`src/rtl/full_logic.sv`:
```
// ---------------------------------------------------------------------------
// full_logic -- write-side pointer and flag logic for an asynchronous FIFO.
//
// Keeps the binary write counter and its Gray-coded copy, and compares the
// next Gray pointer with the already-synchronised read pointer to register
// full / almost-full flags and the write-domain fill level.
//
// Parameters
//   a_width   address width, FIFO depth = 2**a_width (a_width >= 2)
//   af_level  almost-full threshold in entries (1 .. 2**a_width)
//
// Ports
//   Clk               in   write-domain clock, rising edge
//   Reset             in   asynchronous active-high reset
//   wr_en             in   write request
//   rd_syn_ptr        in   Gray read pointer, synchronised into Clk domain
//   wr_ptr            out  registered Gray write pointer
//   wr_addr           out  RAM write address (low bits of binary counter)
//   full_flag         out  registered full
//   almost_full_flag  out  registered fill level >= af_level
//   wr_level          out  registered fill level seen from write side
//   overflow_err      out  sticky write-while-full flag
//
// Configuration
//   FULL_LOGIC_OVF_EN  defined: overflow_err is a sticky register cleared
//                      only by Reset. Undefined: overflow_err is tied to 0.
// ---------------------------------------------------------------------------
module full_logic #(
  parameter int a_width  = 4,
  parameter int af_level = 12
) (
  input  logic               Clk,
  input  logic               Reset,
  input  logic               wr_en,
  input  logic [a_width:0]   rd_syn_ptr,
  output logic [a_width:0]   wr_ptr,
  output logic [a_width-1:0] wr_addr,
  output logic               full_flag,
  output logic               almost_full_flag,
  output logic [a_width:0]   wr_level,
  output logic               overflow_err
);

  // Threshold sized to the level width so the compare is unsigned and exact.
  localparam logic [a_width:0] af_thr = af_level[a_width:0];

  logic [a_width:0] bin;
  logic [a_width:0] bin_next;
  logic [a_width:0] gray_next;
  logic [a_width:0] rd_bin;
  logic [a_width:0] level_next;
  logic [a_width:0] full_cmp;
  logic             accept;
  logic             full_val;
  logic             af_val;

  // Gray to binary: each binary bit is the XOR of all Gray bits at or above it.
  function automatic logic [a_width:0] gray2bin(input logic [a_width:0] g);
    logic [a_width:0] b;
    b[a_width] = g[a_width];
    for (int i = a_width - 1; i >= 0; i--) begin
      b[i] = b[i+1] ^ g[i];
    end
    return b;
  endfunction

  // Next-state computation for counter, pointer, level and flags.
  always_comb begin
    accept     = wr_en & ~full_flag;
    bin_next   = bin + {{a_width{1'b0}}, accept};
    gray_next  = (bin_next >> 1) ^ bin_next;
    rd_bin     = gray2bin(rd_syn_ptr);
    level_next = bin_next - rd_bin;
    // Write pointer is full when it is one lap ahead of the read pointer:
    // in Gray code that means the top two bits inverted, the rest equal.
    full_cmp   = {~rd_syn_ptr[a_width:a_width-1], rd_syn_ptr[a_width-2:0]};
    full_val   = (gray_next == full_cmp);
    af_val     = (level_next >= af_thr);
  end

  // Counter, pointer, level and flag registers.
  always_ff @(posedge Clk or posedge Reset) begin
    if (Reset) begin
      bin              <= '0;
      wr_ptr           <= '0;
      wr_level         <= '0;
      full_flag        <= 1'b0;
      almost_full_flag <= 1'b0;
    end else begin
      bin              <= bin_next;
      wr_ptr           <= gray_next;
      wr_level         <= level_next;
      full_flag        <= full_val;
      almost_full_flag <= af_val;
    end
  end

  assign wr_addr = bin[a_width-1:0];

`ifdef FULL_LOGIC_OVF_EN
  // Sticky overflow: any write attempt while full sets it until Reset.
  always_ff @(posedge Clk or posedge Reset) begin
    if (Reset) begin
      overflow_err <= 1'b0;
    end else if (wr_en && full_flag) begin
      overflow_err <= 1'b1;
    end else begin
      overflow_err <= overflow_err;
    end
  end
`else
  assign overflow_err = 1'b0;
`endif

endmodule

```
`config.mk`:
```
export PLATFORM = sky130hd
export DESIGN_NAME = full_logic
export DESIGN_NICKNAME = d
export VERILOG_FILES = /design/src/rtl/full_logic.sv
export SDC_FILE = /design/constraint.sdc
export NUM_CORES = 1
export LEC_CHECK = 0
export CAP_MARGIN = 10
export CORE_MARGIN = 3
export CORE_UTILIZATION = 42
export CTS_CLUSTER_DIAMETER = 30
export CTS_CLUSTER_SIZE = 8
export DETAILED_ROUTE_END_ITERATION = 12
export GPL_TIMING_DRIVEN = 1
export PLACE_DENSITY = 0.74
export REMOVE_ABC_BUFFERS = 1
export SLEW_MARGIN = 20
export SYNTH_ARGS = -nofsm -noshare
export SYNTH_HDL_FRONTEND = slang
export SYNTH_SLANG_ARGS = --single-unit
```
`constraint.sdc`:
```
create_clock -name Clk -period 2.7 [get_ports Clk]
set_input_delay 0.81 -clock Clk [delete_from_list [all_inputs] [get_ports Clk]]
set_output_delay 0.81 -clock Clk [all_outputs]
set_load 0.1 [all_outputs]
```
==> impl_metrics.yaml, run 1 <==
synth:
  synth_area_sq_um: 931
  synth_seq_cells: 16
  synth_area_leaders: "dfrtp_1, xnor2_1, ha_1, xor2_1, inv_1"
  synth-async-reset-ratio_pct: 100
  seq_area_frac_synth_pct: 43.0
  ys.flop_type: "dfrtp_1"
  yosys_warnings: 0
  synth_edf_count: 0
  synthCells: 81
  ys_types: 29
  synth_top_cell_area_share_pct: 43.0
  yosysTopAreaCell: "dfrtp_1"
  postSynthAreaPerCell_sq_um: 11.5
timing:
  maxSlewHeadroom_pct: 59.7
  drv_slew: 0
  worst_slack_ns: -0.245
  period_needed_ns: 2.94
  setup_violations: 2
  period_share_pct: 109
  tightest_slew_ns: 0.604
  finalHoldWorstSlack_ns: 0.646
  rsz0062_at_grt: "true"
  hold_viol: 0
  fin_skew_ns: 0.0122
  max_freq_ghz: 0.340
clock_tree:
  clock-sinks: 16
  cts_tree: "yes"
  numCtsBuffers: 3
  cts_hold_buf: 0
  clock_latency_ns: 0.29
  cts_max_level: 1
  clockBufferDepth: 2
  cts-root-buf: "clkbuf_4"
  cts.clk_slew.worst_paths_ns: 0.10
worst_setup_path:
  cp.required_ns: 2.86
  worstSetupPathType: "in2reg"
  r2r_cells: 9
  critPathArrivalTime_ns: 3.10
  end_kind: "flip-flop"
  cp_max_fo: 2
  reg2reg_to: "almost_full_flag"
  startpoint_type: "input port"
  reg2reg_slack_ns: 0.34
  timing.rr.start: "full_flag"
placed_design:
  dp.cells: 152
  placed_cell_area_sq_um: 1320
  port_buffers: 23
  gp_congestion: 0.744
  dp_hpwl_um: 1500
  dp_slack_ns: -1.10
die:
  dieHeight_um: 53.1
  core_area_sq_um: 2020
  start_util_pct: 46.0
  ios: 25
  die_width_um: 53.1
  fp.dieArea_sq_um: 2820
  rows: 16
layout:
  final-instance-count-excl-fill: 160
  final_cell_mix: "buf_4, dfrtp_1, xnor2_1, inv_1"
  final_common_cell: "buf_4"
  layout.nets: 149
  syn_to_final_growth_pct: 66.1
  drive_gt1_share_pct: 53.4
  final_area_sq_um: 1550
  diodes: 0
routing:
  routed_wirelength_um: 2120
  detail-route-antenna-nets: 0
  drc_errors: 0
  drtPass1Iterations: 3
  drt-initial-drc-count: 16
  avgRoutedWirePerCell_um: 13.2
  via_per_inst: 4.64
  vias: 742
worst_hold_path:
  hp-class: "reg2reg"
  holdPathEnd: "bin[4]"
  worstHoldStart: "bin[4]"
  holdPathStages: 1
global_routing:
  grt_pass1_vias: 737
  grt-ovfl-total: 0
  grt_start_max_net_pins: 17
  track_usage_pct: 17.0
  grt_pass1_wl_um: 3290
  antenna_found_initial: 0
run:
  max_cap_viol_count: 0
status:
  violations: "setup timing"
  status: "finished, violations left"
==> final cells by class <==
type | count | area, sq um
clock buffers | 4 | 36.3
fillers | 129 | 475
inverters | 9 | 33.8
multi-input cells | 54 | 634
flip-flops and latches | 16 | 400
well taps | 27 | 33.8
repair buffers | 50 | 408
==> cells in the mapped netlist, types with 2 or more instances <==
library cell and instances:
dfrtp_1 16, nand3_1 4, xor2_2 2, xnor2_1 12, nor2b_1 2, nand2_1 2, a21oi_1 2, xor2_1 6
inv_1 9, xnor2_2 2, ha_1 6
==> per-stage QoR <==
stage | util (%) | TNS (ns)
final | 76.5 | -0.248
after detailed placement | 65.0 | -3.42
after floorplan | - | -0.861
after global placement | 65.0 | -2.94
after global routing | 76.5 | -0.403
after CTS | 75.1 | -0.166
==> cell families after synthesis <==
family / Yosys count / share of synthesized area [%]
XOR/XNOR: 22 / 23.9
multiplexers: 1 / 1.08
flip-flops: 16 / 43.0
other: 1 / 0.403
AND/OR/NAND/NOR: 15 / 9.68
buffers and inverters: 11 / 4.97
adder cells (fa/ha/maj): 7 / 10.2
AO/OA/AOI/OAI: 8 / 6.72
==> routing by layer <==
layer,track usage [%],routed length (um)
met1,18.3,861
met2,30.2,1140
met3,2.54,57
met4,11.5,62
met5,0,0
==> sequential cells by signal, summed over array words and instances, names as in the netlist <==
register and flops:
bin 5, wr_level 5, wr_ptr 4, almost_full_flag 1, full_flag 1
==> worst max-delay path, cell delays in order <==
cell     delay (ns)
buf_8          0.11
xnor2_4        0.18
xor2_2         0.24
xor2_2         0.23
xnor2_1        0.11
ha_2           0.20
fa_2           0.35
nor2b_1        0.12
o21ai_1        0.08
and3_1         0.20
or4b_4         0.48
==> how the worst max path moves through the flow <==
stage	start	slack [ns]	end
6_report	rd_syn_ptr[3]	-0.24	almost_full_flag
5_1_grt	rd_syn_ptr[3]	-0.31	almost_full_flag
4_1_cts	rd_syn_ptr[3]	-0.17	almost_full_flag
3_5_place_dp	rd_syn_ptr[4]	-1.10	almost_full_flag
3_3_place_gp	rd_syn_ptr[4]	-1.00	almost_full_flag
2_1_floorplan	rd_syn_ptr[4]	-0.55	almost_full_flag
==> repair_timing <==
action | CTS | global route
buffers inserted | 2 | 2
setup endpoints to repair | 5 | 2
pin swaps | 15 | 5
gates resized for setup | 37 | 3
Power of run 1 is left out: the tool's default activity adds up to more than one toggle a clock period on the data nets, which glitch-free logic cannot reach.
==> inputs of run 2 (changes only) <==
--- a/config.mk
+++ b/config.mk
@@ -6,7 +6,7 @@
 export NUM_CORES = 1
 export LEC_CHECK = 0
 export CAP_MARGIN = 10
-export CORE_MARGIN = 3
+export CORE_MARGIN = 2
 export CORE_UTILIZATION = 42
 export CTS_CLUSTER_DIAMETER = 30
 export CTS_CLUSTER_SIZE = 8
==> run 2 against run 1 <==
Net effect:
- the flow still finishes with violations (setup timing)
- non-clock buffer count shrank 1
- cell area shrank 2.2%
- cell count is the same
- critical path type unchanged
==> impl_metrics.yaml, run 2 (synthesized netlist as in run 1, its figures left out) <==
status:
  status: "finished, violations left"
  violations: "setup timing"
timing:
  maxSlewHeadroom_pct: 59.3
  finalHoldWorstSlack_ns: 0.654
  worst_slack_ns: -0.251
  setup_violations: 1
  hold_viol: 0
  period_share_pct: 109
  drv_slew: 0
  rsz0062_at_grt: "true"
  fin_skew_ns: 0.00900
  period_needed_ns: 2.95
  tightest_slew_ns: 0.610
  max_freq_ghz: 0.339
worst_hold_path:
  holdPathEnd: "wr_ptr[3]"
  worstHoldStart: "bin[4]"
  holdPathStages: 1
  hp-class: "reg2reg"
clock_tree:
  cts_max_level: 1
  clock-sinks: 16
  numCtsBuffers: 3
  clockBufferDepth: 2
  cts_tree: "yes"
  cts.clk_slew.worst_paths_ns: 0.11
  clock_latency_ns: 0.30
  cts-root-buf: "clkbuf_4"
routing:
  vias: 779
  routed_wirelength_um: 2200
  via_per_inst: 4.87
  detail-route-antenna-nets: 0
  drc_errors: 0
  drt-initial-drc-count: 21
  avgRoutedWirePerCell_um: 13.7
  drtPass1Iterations: 4
global_routing:
  grt_start_max_net_pins: 17
  grtUsageMet1_pct: 19.4
  busiest_layer: "met2"
  met2_usage_pct: 36.8
  grt_pass1_vias: 841
  antenna_found_initial: 0
  grt_pass1_wl_um: 3590
  grt-ovfl-total: 0
  track_usage_pct: 19.2
  met3_usage_pct: 2.34
layout:
  final_cell_mix: "buf_4, dfrtp_1, xnor2_1, inv_1"
  layout.nets: 148
  final_common_cell: "buf_4"
  drive_gt1_share_pct: 52.3
  syn_to_final_growth_pct: 62.5
  diodes: 0
  reg_top3: "bin (5), wr_level (5), wr_ptr (4)"
worst_setup_path:
  reg2reg_to: "almost_full_flag"
  timing.rr.start: "full_flag"
  reg2reg_slack_ns: 0.29
  cp.required_ns: 2.88
  worstSetupPathType: "in2reg"
  end_kind: "flip-flop"
  cp_max_fo: 4
  critPathArrivalTime_ns: 3.13
  r2r_cells: 9
  startpoint_type: "input port"
die:
  dieHeight_um: 51.1
  ios: 25
  start_util_pct: 43.3
  die_width_um: 51.1
  fp.dieArea_sq_um: 2610
  core_area_sq_um: 2150
  rows: 17
placed_design:
  dp_hpwl_um: 1580
  gp_congestion: 0.807
  port_buffers: 23
run:
  max_cap_viol_count: 0
run 2: worst max-delay path by stage:
stage / start / end / slack (ns) / cells past startpoint
final: rd_syn_ptr[1] / almost_full_flag / -0.25 / 9
after global routing: rd_syn_ptr[4] / almost_full_flag / -0.30 / 11
after CTS: rd_syn_ptr[3] / almost_full_flag / -0.21 / 11
after detailed placement: rd_syn_ptr[4] / almost_full_flag / -1.17 / 11
after global placement: rd_syn_ptr[4] / almost_full_flag / -0.97 / 11
after floorplan: rd_syn_ptr[4] / almost_full_flag / -0.55 / 10
run 2: metal layers:
metal  wire, um  vias to the layer above  part of all wire, %
met1        819                      381                   37
met5          0                        -                    0
li1           -                      362                    -
met2       1200                       30                   55
met4         80                        0                  3.6
met3         97                        6                  4.4
run 2: per-stage QoR:
stage	TNS [ns]	std cells	setup slack, ns	utilization, %	area (sq um)
final	-0.251	160	-0.251	70.4	1510
after global routing	-0.304	160	-0.304	70.4	1510
after CTS	-0.208	158	-0.208	69.2	1490
after detailed placement	-3.61	152	-1.17	60.9	1310
after global placement	-2.83	152	-0.973	60.9	1310
after floorplan	-0.861	79	-0.547	-	918
run 2: what timing repair did:
| item | in CTS | in global routing |
|---|---|---|
| setup buffers | 2 | 2 |
| hold buffers | 0 | 0 |
| pin swaps | 13 | 5 |
| setup endpoints to repair | 5 | 2 |
| resized for setup | 35 | 4 |
run 2: worst max-delay path: stages:
cell             delay [ns]
clkdlybuf4s50_1        0.56
xor2_2                 0.21
xnor2_1                0.11
ha_2                   0.20
fa_2                   0.35
buf_6                  0.14
xnor2_4                0.12
a31oi_1                0.13
or4b_4                 0.47
run 2: final cells by class:
cell class                      count  area [sq um]
Timing Repair Buffer               49           402
Fill cell                         154           636
Tap cell                           28          35.0
Inverter                            9          33.8
Sequential cell                    16           400
Clock buffer                        4          36.3
Multi-Input combinational cell     54           606
Power of run 2 is left out for the same reason.
==> inputs of run 3 (changes only) <==
--- a/config.mk
+++ b/config.mk
@@ -11,7 +11,7 @@
 export CTS_CLUSTER_DIAMETER = 30
 export CTS_CLUSTER_SIZE = 8
 export DETAILED_ROUTE_END_ITERATION = 12
-export GPL_TIMING_DRIVEN = 1
+export GPL_TIMING_DRIVEN = 0
 export PLACE_DENSITY = 0.74
 export REMOVE_ABC_BUFFERS = 1
 export SLEW_MARGIN = 20
==> run 3 against run 2 <==
Net effect:
- the flow still finishes with violations (setup timing)
- cell area is 3.8% lower
- sequential share of layout area is 1.0 points higher
- clock-buffer cell count is 1 lower
- highest routed layer unchanged
==> impl_metrics.yaml, run 3 (synthesized netlist as in run 1, its figures left out) <==
status:
  status: "finished, violations left"
  violations: "setup timing"
worst_setup_path:
  worstSetupPathType: "in2reg"
  cp_max_fo: 4
  critPathLaunch: "rd_syn_ptr[3]"
  critPathArrivalTime_ns: 3.05
  timing.rr.start: "full_flag"
  end_kind: "flip-flop"
  startpoint_type: "input port"
  cp.required_ns: 2.86
timing:
  rsz0062_at_grt: "true"
  period_share_pct: 107
  hold_viol: 0
  fin_skew_ns: 0.00335
  maxSlewHeadroom_pct: 35.3
  worst_slack_ns: -0.195
  period_needed_ns: 2.90
  tightest_slew_ns: 0.967
  setup_violations: 1
  max_freq_ghz: 0.345
  fin_tns_setup_ns: -0.195
  drv_slew: 0
run:
  max_cap_viol_count: 0
layout:
  fillCellCount: 160
  diodes: 0
  syn_to_final_growth_pct: 56.3
  final_common_cell: "buf_4"
  final_cell_mix: "buf_4, dfrtp_1, clkdlybuf4s50_1, xnor2_1, inv_1"
  layout.nets: 139
  drive_gt1_share_pct: 38.5
  reg_top3: "bin (5), wr_level (5), wr_ptr (4)"
die:
  die_width_um: 51.1
  ios: 25
  start_util_pct: 43.3
  core_area_sq_um: 2150
  dieHeight_um: 51.1
  rows: 17
  fp.dieArea_sq_um: 2610
worst_hold_path:
  worstHoldStart: "bin[4]"
  hp-class: "reg2reg"
routing:
  detail-route-antenna-nets: 0
  drtPass1Iterations: 4
  vias: 699
  drt-initial-drc-count: 5
  drc_errors: 0
  avgRoutedWirePerCell_um: 12.4
  via_per_inst: 4.66
  routed_wirelength_um: 1860
clock_tree:
  cts-root-buf: "clkbuf_4"
  numCtsBuffers: 3
  cts_max_level: 1
  cts_tree: "yes"
  clock-sinks: 16
  cts.clk_slew.worst_paths_ns: 0.09
  clockBufferDepth: 2
  cts_hold_buf: 0
  clock_latency_ns: 0.28
placed_design:
  dp_hpwl_um: 1200
  gp_congestion: 0.822
  port_buffers: 23
global_routing:
  track_usage_pct: 16.7
  grt-ovfl-total: 0
  antenna_found_initial: 0
  grt_start_max_net_pins: 17
  grt_pass1_vias: 726
  grt_pass1_wl_um: 3120
## run 3: cell types whose count changed in the layout (fill, tap and decap cells not counted), sizes merged
cell	previous run	this run
clkdlybuf4s15	1	0
clkdlybuf4s50	3	14
dlygate4sd2	1	6
buf	44	19
## run 3: final timing paths
kind | endpoint | slack (ns) | cells after the start
min in group asynchronous | wr_level[1] | 0.89 | 2
worst min register to register | bin[4] | 0.64 | 1
max in group asynchronous | bin[3] | 1.42 | 2
worst max register to register | almost_full_flag | 0.36 | 9
worst max-delay path | almost_full_flag | -0.20 | 11
worst min-delay path | bin[4] | 0.64 | 1
## run 3: worst max-delay path: stages
cell and delay, ns:
buf_8 0.11, xnor2_4 0.18, xor2_2 0.21, xor2_2 0.19, xnor2_1 0.09, ha_2 0.20, fa_2 0.43, nor2b_2 0.13
o21ai_2 0.08, and3_4 0.16, or4b_1 0.45
## run 3: cell type report
| cell class | instances | area, sq um | share of cell area [%] |
|---|---|---|---|
| well taps | 28 | 35.0 | 2.41 |
| multi-input cells | 54 | 609 | 41.9 |
| inverters | 9 | 36.3 | 2.49 |
| repair buffers | 40 | 352 | 24.2 |
| clock buffers | 3 | 22.5 | 1.55 |
| flip-flops and latches | 16 | 400 | 27.5 |
## run 3: repair_timing
action,in CTS,in global routing
hold endpoints to repair,0,0
buffers inserted,17,0
pin swaps,15,5
endpoints found under the setup margin,10,2
resized for setup,41,5
## run 3: metal layers
metal  vias to the layer above  wire (um)  global-route usage, %
met1                       327        708                   18.1
met3                         4         56                   2.05
met5                         -          0                      0
met4                         0         44                   8.11
met2                        19       1050                   31.6
li1                        349          -                      -
## run 3: metrics by stage
| step | instance area (sq um) | setup slack (ns) | hold slack, ns | std cells | util, % |
|---|---|---|---|---|---|
| 6_report | 1460 | -0.195 | 0.641 | 150 | 67.7 |
| 5_1_grt | 1460 | -0.284 | 0.688 | 150 | 67.7 |
| 4_1_cts | 1450 | -0.162 | 0.653 | 150 | 67.3 |
| 3_5_place_dp | 1180 | -1.28 | 0.608 | 130 | 55.1 |
| 3_3_place_gp | 1180 | -1.26 | 0.596 | 130 | 55.1 |
| 2_1_floorplan | 918 | -0.547 | 0.724 | 79 | - |
Power of run 3 is left out for the same reason.
